<file path="src/rtl/flag_update_unit.sv">
// CPSR condition-flag register {C,N,V,Z} with SPSR flag shadow and a
// pending-S-bit-writer scoreboard that lets decode stall conditional instructions.
module flag_update_unit #(
    parameter int unsigned PEND_W      = 2,
    parameter logic [3:0]  RESET_FLAGS = 4'b0000
) (
    input  logic              Clk,
    input  logic              Reset_n,
    input  logic [31:0]       Alu_Result,
    input  logic              Alu_Carry,
    input  logic              Alu_Overflow,
    input  logic [1:0]        Op_Class,
    input  logic              S_Bit,
    input  logic              Cond_Pass,
    input  logic              Wb_Valid,
    input  logic              Issue_S,
    input  logic              Flush,
    input  logic              Msr_We,
    input  logic [3:0]        Msr_Data,
    input  logic              Exc_Entry,
    input  logic              Exc_Return,
    output logic [3:0]        Flags,
    output logic [3:0]        Saved_Flags,
    output logic              Flags_Busy,
    output logic [PEND_W-1:0] Pend_Count,
    output logic              Pend_Err
);

    typedef enum logic [1:0] {
        OP_LOGICAL = 2'b00,
        OP_ARITH   = 2'b01,
        OP_MUL     = 2'b10,
        OP_NONE    = 2'b11
    } op_class_e;

    localparam int unsigned C_BIT = 3;
    localparam int unsigned N_BIT = 2;
    localparam int unsigned V_BIT = 1;
    localparam int unsigned Z_BIT = 0;

    localparam logic [PEND_W-1:0] PEND_MAX  = '1;
    localparam logic [PEND_W-1:0] PEND_ZERO = '0;
    localparam logic [PEND_W-1:0] PEND_ONE  = PEND_W'(1);

    op_class_e   op_class;
    logic        upd;
    logic [3:0]  calc_flags;
    logic [3:0]  flags_next;

    logic        inc;
    logic        dec;
    logic [PEND_W-1:0] pend_next;
    logic        err_set;

    assign op_class = op_class_e'(Op_Class);
    assign upd      = Wb_Valid & S_Bit & Cond_Pass & (op_class != OP_NONE);

    // Flags not produced by the current op class keep their register value.
    always_comb begin
        // NOTE: every variable gets a default first so no path leaves it unassigned (no latch).
        calc_flags        = Flags;
        calc_flags[N_BIT] = Alu_Result[31];
        calc_flags[Z_BIT] = ~|Alu_Result;
        case (op_class)
            OP_LOGICAL: calc_flags[C_BIT] = Alu_Carry;
            OP_ARITH: begin
                calc_flags[C_BIT] = Alu_Carry;
                calc_flags[V_BIT] = Alu_Overflow;
            end
            default: ;
        endcase
    end

    always_comb begin
        flags_next = Flags;
        if (Exc_Return) begin
            flags_next = Saved_Flags;
        end else if (Msr_We) begin
            flags_next = Msr_Data;
        end else if (upd) begin
            flags_next = calc_flags;
        end
    end

    // Saved_Flags samples the pre-update register, so entry+return in one cycle swaps.
    always_ff @(posedge Clk or negedge Reset_n) begin
        if (!Reset_n) begin
            Flags       <= RESET_FLAGS;
            Saved_Flags <= RESET_FLAGS;
        end else begin
            // NOTE: non-blocking assignments make both registers see old values, giving the swap.
            Flags <= flags_next;
            if (Exc_Entry) begin
                Saved_Flags <= Flags;
            end
        end
    end

    // A retiring S-bit instruction decrements even when its condition failed.
    assign inc = Issue_S;
    assign dec = Wb_Valid & S_Bit;

    always_comb begin
        pend_next = Pend_Count;
        err_set   = 1'b0;
        if (Flush) begin
            pend_next = PEND_ZERO;
        end else if (inc && !dec) begin
            if (Pend_Count == PEND_MAX) begin
                err_set = 1'b1;
            end else begin
                pend_next = Pend_Count + PEND_ONE;
            end
        end else if (dec && !inc) begin
            if (Pend_Count == PEND_ZERO) begin
                err_set = 1'b1;
            end else begin
                pend_next = Pend_Count - PEND_ONE;
            end
        end
    end

    always_ff @(posedge Clk or negedge Reset_n) begin
        if (!Reset_n) begin
            Pend_Count <= PEND_ZERO;
            Pend_Err   <= 1'b0;
        end else begin
            Pend_Count <= pend_next;
            if (err_set) begin
                Pend_Err <= 1'b1;
            end
        end
    end

    assign Flags_Busy = (Pend_Count != PEND_ZERO);

endmodule

</file>
<file path="config.mk">
export PLATFORM = sky130hd
export DESIGN_NAME = flag_update_unit
export DESIGN_NICKNAME = d
export VERILOG_FILES = /design/src/rtl/flag_update_unit.sv
export SDC_FILE = /design/constraint.sdc
export NUM_CORES = 1
export LEC_CHECK = 0
export ABC_AREA = 1
export CAP_MARGIN = 20
export CORE_MARGIN = 3
export CORE_UTILIZATION = 35
export CTS_BUF_LIST = sky130_fd_sc_hd__clkbuf_8
export DETAILED_ROUTE_END_ITERATION = 7
export GPL_TIMING_DRIVEN = 0
export HOLD_SLACK_MARGIN = 0.15
export PLACE_DENSITY_LB_ADDON = 0.3
export RECOVER_POWER = 25
export SLEW_MARGIN = 5
export SYNTH_ARGS = -nofsm -noshare
export SYNTH_HDL_FRONTEND = slang
export SYNTH_SLANG_ARGS = --single-unit
</file>
<file path="constraint.sdc">
create_clock -name Clk -period 2.75 [get_ports Clk]
set_input_delay 0.4125 -clock Clk [delete_from_list [all_inputs] [get_ports Clk]]
set_output_delay 0.4125 -clock Clk [all_outputs]
set_load 0.02 [all_outputs]
</file>
# After elaboration in Yosys (flattened, before gate mapping)
# Cells that the tools add are included.
# word_totals
ff_bits	11
input_bits	50
output_inout_bits	12
# op_classes
n_addsub	2
eq_ne	5
n_mux	15
bitwise	3
reduce_logical	17
# op_table
cell	n
32-bit OR reduction	1
4-bit two-way mux	3
3-bit nonzero test	4
2-bit two-way mux	5
1-bit two-way mux	7
3-bit inequality test (second input constant)	2
2-bit logical NOT	2
2-bit AND reduction	2
1-bit AND	3
1-bit logical NOT	3
3-bit AND reduction	1
2-bit by 1-bit adder with 2-bit output (second input constant)	1
2-bit by 1-bit equality test with 1-bit output (second input constant)	1
2-bit equality test (second input constant)	1
1-bit logical AND	2
2-bit inequality test (second input constant)	1
2-bit nonzero test	1
2-bit OR reduction	1
2-bit by 1-bit subtractor with 2-bit output (second input constant)	1

# Logic depth before layout (Yosys ltp)
# Gate-level depths: netlist of the first run.
# logic_depth
depth_word	6
mapped_depth	9
depth_no_buf	9

# Worst setup path before layout of the first run
# No wires, ideal clock.
# synth_path
kind	flip-flop to output port
startpoint	reg Pend_Count[0]
endpoint	out Flags_Busy
t_arrival_ns	0.774
setup_slack_ns	1.564
path_stages_with_launch	3
n_path_buf	0
cell_sequence	dfrtp_1 > nor2_1 > inv_1
# synth_between
elab_chain_cells	1
# synth_lines
element	line	source
start, declared	25	output logic [PEND_W-1:0] Pend_Count,
start signal, assigned	128	Pend_Count <= pend_next;
2-bit nonzero test	135	assign Flags_Busy = (Pend_Count != PEND_ZERO);
end, declared	24	output logic Flags_Busy,
# Every way passes these cells.

# Final worst setup path of the first run
# Same ends and word-level chain as after synthesis.

==> summary.md, run 1 <==
| Metric | Value |
|---|---|
| GP Congestion | approximately 0.74 |
| Largest net degree at the start of global routing | 12 |
| Worst setup slack after layout | about 0.90 ns |
| Yosys top cell area share | 0.3839 |
| Area contributors post-synth | dfrtp_1 38%, nor2_1 15%, nand2_1 12% |
| RSZ-0062 raised after global routing | false |
| Data required time at the worst endpoint | between 2 and 2.5 ns |
| Status | completed |
| Inst Count DP | 190 |
| Post-synthesis sequential area ratio | 0.3839 |
| Top cells by count, synth | 28 x nor2_1, 22 x nand2_1, 11 x dfrtp_1 |
| CP Cell Sequence | nor2_1, inv_1, clkdlybuf4s50_1 |
| Vias in the first global route | just under 900 |
| GRT Util Overall | 0.1887 |
| Power, Total | roughly 0.66 mW |
| Hpwl dp | 2.107 mm |
| Count of non-filler cells in the finished layout | approximately 190 |
| TritonCTS clock tree | yes |
| Initial DRC Count | 16 |
| DR top layer | met4 |
| Crit-path slowest cell | clkdlybuf4s50_1 |
| Setup_tns | 0 ns |
| Clock Skew | between 0.002 and 0.0025 ns |
| Post-synthesis cell type count | 20 |
| Post-Synthesis Cells | ~110 |
| Post-CTS sizing | 0 |
| Gr ovfl total | 0 |
| Pwr Density | 470.3 mW/mm2 |
| Core area | around 0.0018 mm2 |
| Warnings, synthesis | 0 |
| Synthesized Nets | ~160 |
| Count of final setup violators | 0 |
| CTS buffer count | 3 |
| Layout Nets | 220 |
| Maximum clock path buffer count | 2 |
| Tmin final | between 1.5 and 2 ns |
| Clock transition at the registers of the reported paths | around 0.05 ns |
| Pre-antenna DRT Iters | 4 |
| Final hold vios | 0 |
| Min Hold Slack | between 0.4 and 0.5 ns |
| Chip height | between 50 and 60 um |
| Die area | 0.002628 mm2 |
| Die width | approximately 51 um |
| Layout cells sized above 1 | 0.07692 |
| Highest Clock Rate | between 500 and 600 MHz |
| Htree depth | 1 |
| Placement Rows | 15 |
| Global-route wire length before repair | approximately 3.8 mm |
| Maximum fanout along the worst path | 5 |
| Worst setup SP type | flop |
| Max-Cap Viols | 0 |
| Maximum vdd drop | between 500 and 600 uV |
| Initial antenna violation count | 0 |
| DR vias | approximately 940 |
| Root Buffer | clkbuf_8 |
| Io pins | slightly above 60 |
| Final Max Tran Viols | 0 |
| DRC errors left | 0 |
| Starting Density | 0.3938 |
| Metal2 WL | roughly 1.3 mm |
| Flop-to-flop setup slack | 1.53 ns |
| Asr flop ratio synth | 1.000 |
| CP arrival | approximately 1.4 ns |
| Yosys reg bits | 11 |
| Drt total wl | 2.437 mm |
| Leakage power | 0.5933 nW |
| Kind of end point of the critical path | primary output |
| Wl on met1 | 919 um |
| Hold Crit Class | flop to flop |
| Ant. Diodes | 0 |
| Synth area leader | dfrtp_1 |
| WL per Instance | around 13 um |
| Top-count cell post-synth | nor2_1 |
| ANT nets after route | 0 |
| Hold-fix buffers, CTS | 0 |
| Synth Area per Inst | 6.828 um2 |
| Post-synth EDFFs | 0 |
| Postcts setup bufs | 0 |
| I/O Buffers | 60 |
| Final period utilization | 0.6742 |
| Slowest cell delay on critical path | 0.54 ns |
| Dpl ws | ~0.96 ns |
| Ys flop type | dfrtp_1 |
| Rel. slew slack | 0.6818 |
| Critical path class | flop to primary output |
| Worst Tran Pin Value | between 0.4 and 0.5 ns |
| Post-synthesis cell area | roughly 720 um2 |
| Vias per inst | between 4 and 5 |
| Clock Sink Count | 11 |
| Met3 WL | roughly 190 um |
| Clk_lat worst skew | approximately 0.24 ns |
| Area Growth Syn to Fin | 94.42% |
-- critical path: cells and delay by family, from the launching register on --
kind                   cells  cell delay, ns
buffers and inverters      2            0.60
flip-flops                 1            0.43
AND/OR/NAND/NOR            1            0.17
-- through the flow --
step,util,cell area [um2]
4_1_cts,0.7656,1394
5_1_grt,0.7656,1394
3_5_place_dp,0.7409,1349
6_report,0.7656,1394
2_1_floorplan,-,716.9
3_3_place_gp,0.7409,1349
-- final timing paths --
path	depth (start not counted)	from	endpoint
hold / removal	1	Pend_Err	Pend_Err
min in group asynchronous	1	Reset_n	Flags[0]
hold reg to reg	1	Pend_Err	Pend_Err
setup / recovery	3	Pend_Count[0]	Flags_Busy
setup reg to reg	6	Pend_Count[0]	Pend_Count[1]
max in group asynchronous	1	Reset_n	Flags[3]
-- area by class of cell --
cell class / instances / area [um2]
plain buffers: 1 / 5.005
clock buffers: 3 / 41.29
clock inverters: 1 / 3.754
fillers: 145 / 426.7
inverters: 9 / 33.78
multi-input cells: 84 / 402.9
flip-flops and latches: 11 / 275.3
well taps: 25 / 31.28
repair buffers: 60 / 600.6
-- per-layer routing --
metal  vias to the layer above  GRT usage
li1                        465          -
met1                       423     0.2101
met2                        41     0.3326
met3                         7    0.06706
met4                         0    0.06114
met5                         -          0
-- power by group --
part / switching (mW) / internal (mW)
Clock: 0.0589 / 0.0978
Combinational: 0.127 / 0.154
Sequential: 0.0283 / 0.190
-- sequential cells by signal (all words and copies together), names as in the netlist --
register,count
Flags,4
Saved_Flags,4
Pend_Count,2
Pend_Err,1
-- kinds of logic (layout without fill, tap and decap cells) --
kind of cell	Yosys count	in the layout	share of synthesized area
compound gates	18	18	0.1483
buf+inv	10	74	0.05409
flops	11	11	0.3839
mux	2	2	0.03141
simple gates	64	64	0.3822
-- placed cells by master, fill, tap and decap left out --
cell             Yosys  routed
clkdlybuf4s50_1      0      59
nor2_1              28      28
nand2_1             22      22
dfrtp_1             11      11
inv_1                9      10
a21oi_1              9       9
or2_1                4       4
o21ai_0              3       3
nand3_1              3       3
clkbuf_8             0       3
nor3_1               2       2
nand2_2              2       2
mux2_2               2       2
a21oi_2              2       2
buf_2                1       1
nor2_4               1       1
nor2_2               1       1
o21ai_1              1       1
o21ai_2              1       1
o31ai_1              1       1
o21bai_1             1       1
nand4_1              1       1
dlygate4sd3_1        0       1
(Power assumes the default switching activity.)
==> run 2: changes to the inputs <==
Settings changed: CORE_UTILIZATION 35 to 29.
Clock period 2.75 ns to 1.63 ns, I/O delays scaled along.
==> summary.md, run 2 (same netlist as run 1, synthesis figures left out) <==
| Metric | Value |
|---|---|
| WL per Instance | 12.38 um (was 12.56 um) |
| Combinational power share | 0.423 (was 0.428) |
| Gr ovfl total | 0 (unchanged) |
| Starting Density | 0.3150 (was 0.3938) |
| Clock transition at the registers of the reported paths | 0.05 ns (about the same) |
| Die width | 55.72 um (was 51.26 um) |
| Maximum fanout along the worst path | 5 (unchanged) |
| CTS buffer count | 3 (unchanged) |
| Final hold vios | 0 (unchanged) |
| Top flop regs | Flags x4, Saved_Flags x4, Pend_Count x2 (unchanged) |
| Status | completed (unchanged) |
| Crit-path slowest cell | clkdlybuf4s50_1 (unchanged) |
| CP Cell Sequence | clkdlybuf4s50_1 (was nor2_1, inv_1, clkdlybuf4s50_1) |
| Critical path depth in cells | 1 (was 3) |
| Io pins | 62 (unchanged) |
| RSZ-0062 raised after global routing | false (unchanged) |
| Maximum vdd drop | 904.1 uV (was 534.2 uV) |
| CP bufs+invs | 1 (was 2) |
| Ant. Diodes | 0 (unchanged) |
| DRC errors left | 0 (unchanged) |
| Tmin final | about 1.5 ns |
| Power, Total | 1.100 mW (was 0.6555 mW) |
| Leakage power | 0.5946 nW (was 0.5933 nW) |
| Vias in the first global route | 872 (was 882) |
| Max-Cap Viols | 0 (unchanged) |
| Final Max Tran Viols | 0 (unchanged) |
| Hpwl dp | 2.122 mm (was 2.107 mm) |
| Setup_tns | 0 ns (unchanged) |
| Final period utilization | 0.9509 |
| ANT nets after route | 0 (unchanged) |
| Clock Sink Count | 11 (unchanged) |
| Count of final setup violators | 0 (unchanged) |
| Rel. slew slack | 0.6805 (was 0.6818) |
| Critical path class | flop to primary output (unchanged) |
| Root Buffer | clkbuf_8 (unchanged) |
| Register share of total power | 0.331 (was 0.333) |
| Fillcell total | 221 (was 145) |
| Pre-antenna DRT Iters | 4 (unchanged) |
| CP delay by family, top | buffers and inverters (unchanged) |
| GP Congestion | 0.7876 (was 0.7356) |
| GRT Util Overall | 0.1594 (was 0.1887) |
| Largest net degree at the start of global routing | 12 (unchanged) |
| Worst setup SP type | flop (unchanged) |
| Layout cells sized above 1 | 0.08876 (was 0.07692) |
| Area Growth Syn to Fin | 95.29% (was 94.42%) |
| Commonest cells after routing, fill and taps aside | 58 x clkdlybuf4s50_1, 27 x nor2_1, 22 x nand2_1 (was 59 x clkdlybuf4s50_1, 28 x nor2_1, 22 x nand2_1) |
| Drt total wl | 2.438 mm (was 2.437 mm) |
| Worst Tran Pin Value | 0.4777 ns (was 0.4757 ns) |
| Maximum clock path buffer count | 2 (unchanged) |
| Die area | 0.003105 mm2 (was 0.002628 mm2) |
| Initial DRC Count | 20 (was 16) |
| Clock Skew | 0.0001393 ns (was 0.002209 ns) |
| Core area | 0.002276 mm2 (was 0.001821 mm2) |
| Int Power | 0.7402 mW (was 0.4414 mW) |
| Initial antenna violation count | 0 (unchanged) |
| Hold Crit Class | input pin to asynchronous set/reset pin (was flop to flop) |
| Placement Rows | 17 (was 15) |
| Chip height | 55.72 um (was 51.26 um) |
| Global-route wire length before repair | 4.008 mm (was 3.767 mm) |
| Switching share of power | 0.3269 (was 0.3266) |
| Highest Clock Rate | around 650 MHz |
| Pwr Density | 785.4 mW/mm2 (was 470.3 mW/mm2) |
| Min Hold Slack | 0.3993 ns (was 0.4682 ns) |
| Clock share of power | 0.246 (was 0.239) |
| Switch Pwr | 0.3595 mW (was 0.2141 mW) |
| Layout Nets | 220 (unchanged) |
| Slowest cell delay on critical path | 0.64 ns (was 0.54 ns) |
| DR vias | 905 (was 936) |
| I/O Buffers | 60 (unchanged) |
| Htree depth | 1 (unchanged) |
| Clk_lat worst skew | 0.24 ns (about the same) |
| Data required time at the worst endpoint | 1.39 ns (was 2.34 ns) |
| Vias per inst | 4.594 (was 4.825) |
| TritonCTS clock tree | yes (unchanged) |
| CP arrival | 1.31 ns (was 1.44 ns) |
| Worst R2R Path Depth | 6 (unchanged) |
| Kind of end point of the critical path | primary output (unchanged) |
| Commonest non-fill, non-tap cell in the layout | clkdlybuf4s50_1 (unchanged) |
| Postcts setup bufs | 0 (unchanged) |
run 2: changes by cell type in the layout (fill, tap and decap cells not counted), sizes merged:
| cell | before | now |
|---|---|---|
| clkdlybuf4s50 | 59 | 58 |
| clkinv | 0 | 1 |
| dlygate4sd2 | 0 | 1 |
| inv | 10 | 9 |
run 2: per-stage QoR:
step | cells | util | setup slack (ns) | area [um2]
6_report | 197 | 0.6152 | 0.08009 | 1400
2_1_floorplan | 105 | - | 0.4753 | 716.9
3_3_place_gp | 193 | 0.5943 | 0.05021 | 1353
5_1_grt | 197 | 0.6152 | 0.02156 | 1400
4_1_cts | 197 | 0.6152 | 0.06684 | 1400
3_5_place_dp | 193 | 0.5943 | 0.02437 | 1353
run 2: power groups by stage:
stage          clock (mW)  combinational [mW]  sequential [mW]
6_report            0.271               0.465            0.364
5_1_grt             0.291               0.506            0.373
4_1_cts             0.276               0.473            0.366
3_5_place_dp            0               0.479            0.367
3_3_place_gp            0               0.462            0.365
2_1_floorplan           0               0.143            0.420
run 2: worst register-to-register path, cell delays in order, from the launching register on:
cell     delay [ns]
dfrtp_1        0.43
nand2_1        0.12
nor2_1         0.06
a21oi_1        0.23
nand2_1        0.11
nand2_1        0.09
a21oi_2        0.06
run 2: metal layers:
| layer | track usage | up-vias | share of wire | wire length (um) |
|---|---|---|---|---|
| met1 | 0.1849 | 395 | 0.40 | 987 |
| met4 | 0.01042 | 0 | 0 | 0 |
| met3 | 0.06729 | 0 | 0.11 | 268 |
| met2 | 0.2838 | 46 | 0.49 | 1183 |
| li1 | - | 464 | - | - |
| met5 | 0 | - | 0 | 0 |
run 2: layout make-up:
| class | count | area (um2) | share of cell area |
|---|---|---|---|
| tap | 28 | 35.03 | 0.02502 |
| timing repair buffer | 60 | 599.3 | 0.4281 |
| inverter | 9 | 33.78 | 0.02413 |
| clock inverter | 1 | 5.005 | 0.003575 |
| multi-input combinational | 84 | 405.4 | 0.2895 |
| buffer | 1 | 5.005 | 0.003575 |
| clock buffer | 3 | 41.29 | 0.02949 |
| sequential | 11 | 275.3 | 0.1966 |
run 2: timing repair:
item / in CTS / in global routing
setup endpoints to repair: 1 / 0
resized for setup: 2 / 0
hold buffers: 0 / 0
run 2: path summary, 6_finish.rpt:
path / slack, ns / to / start
min: 0.40 / Pend_Err / Reset_n
min reg2reg: 0.48 / Pend_Err / Pend_Err
min in group Clk: 0.42 / Flags[2] / Exc_Return
max: 0.08 / Pend_Count[0] / Pend_Count[0]
max in group asynchronous: 0.90 / Saved_Flags[1] / Reset_n
max reg2reg: 0.41 / Pend_Count[0] / Pend_Count[0]
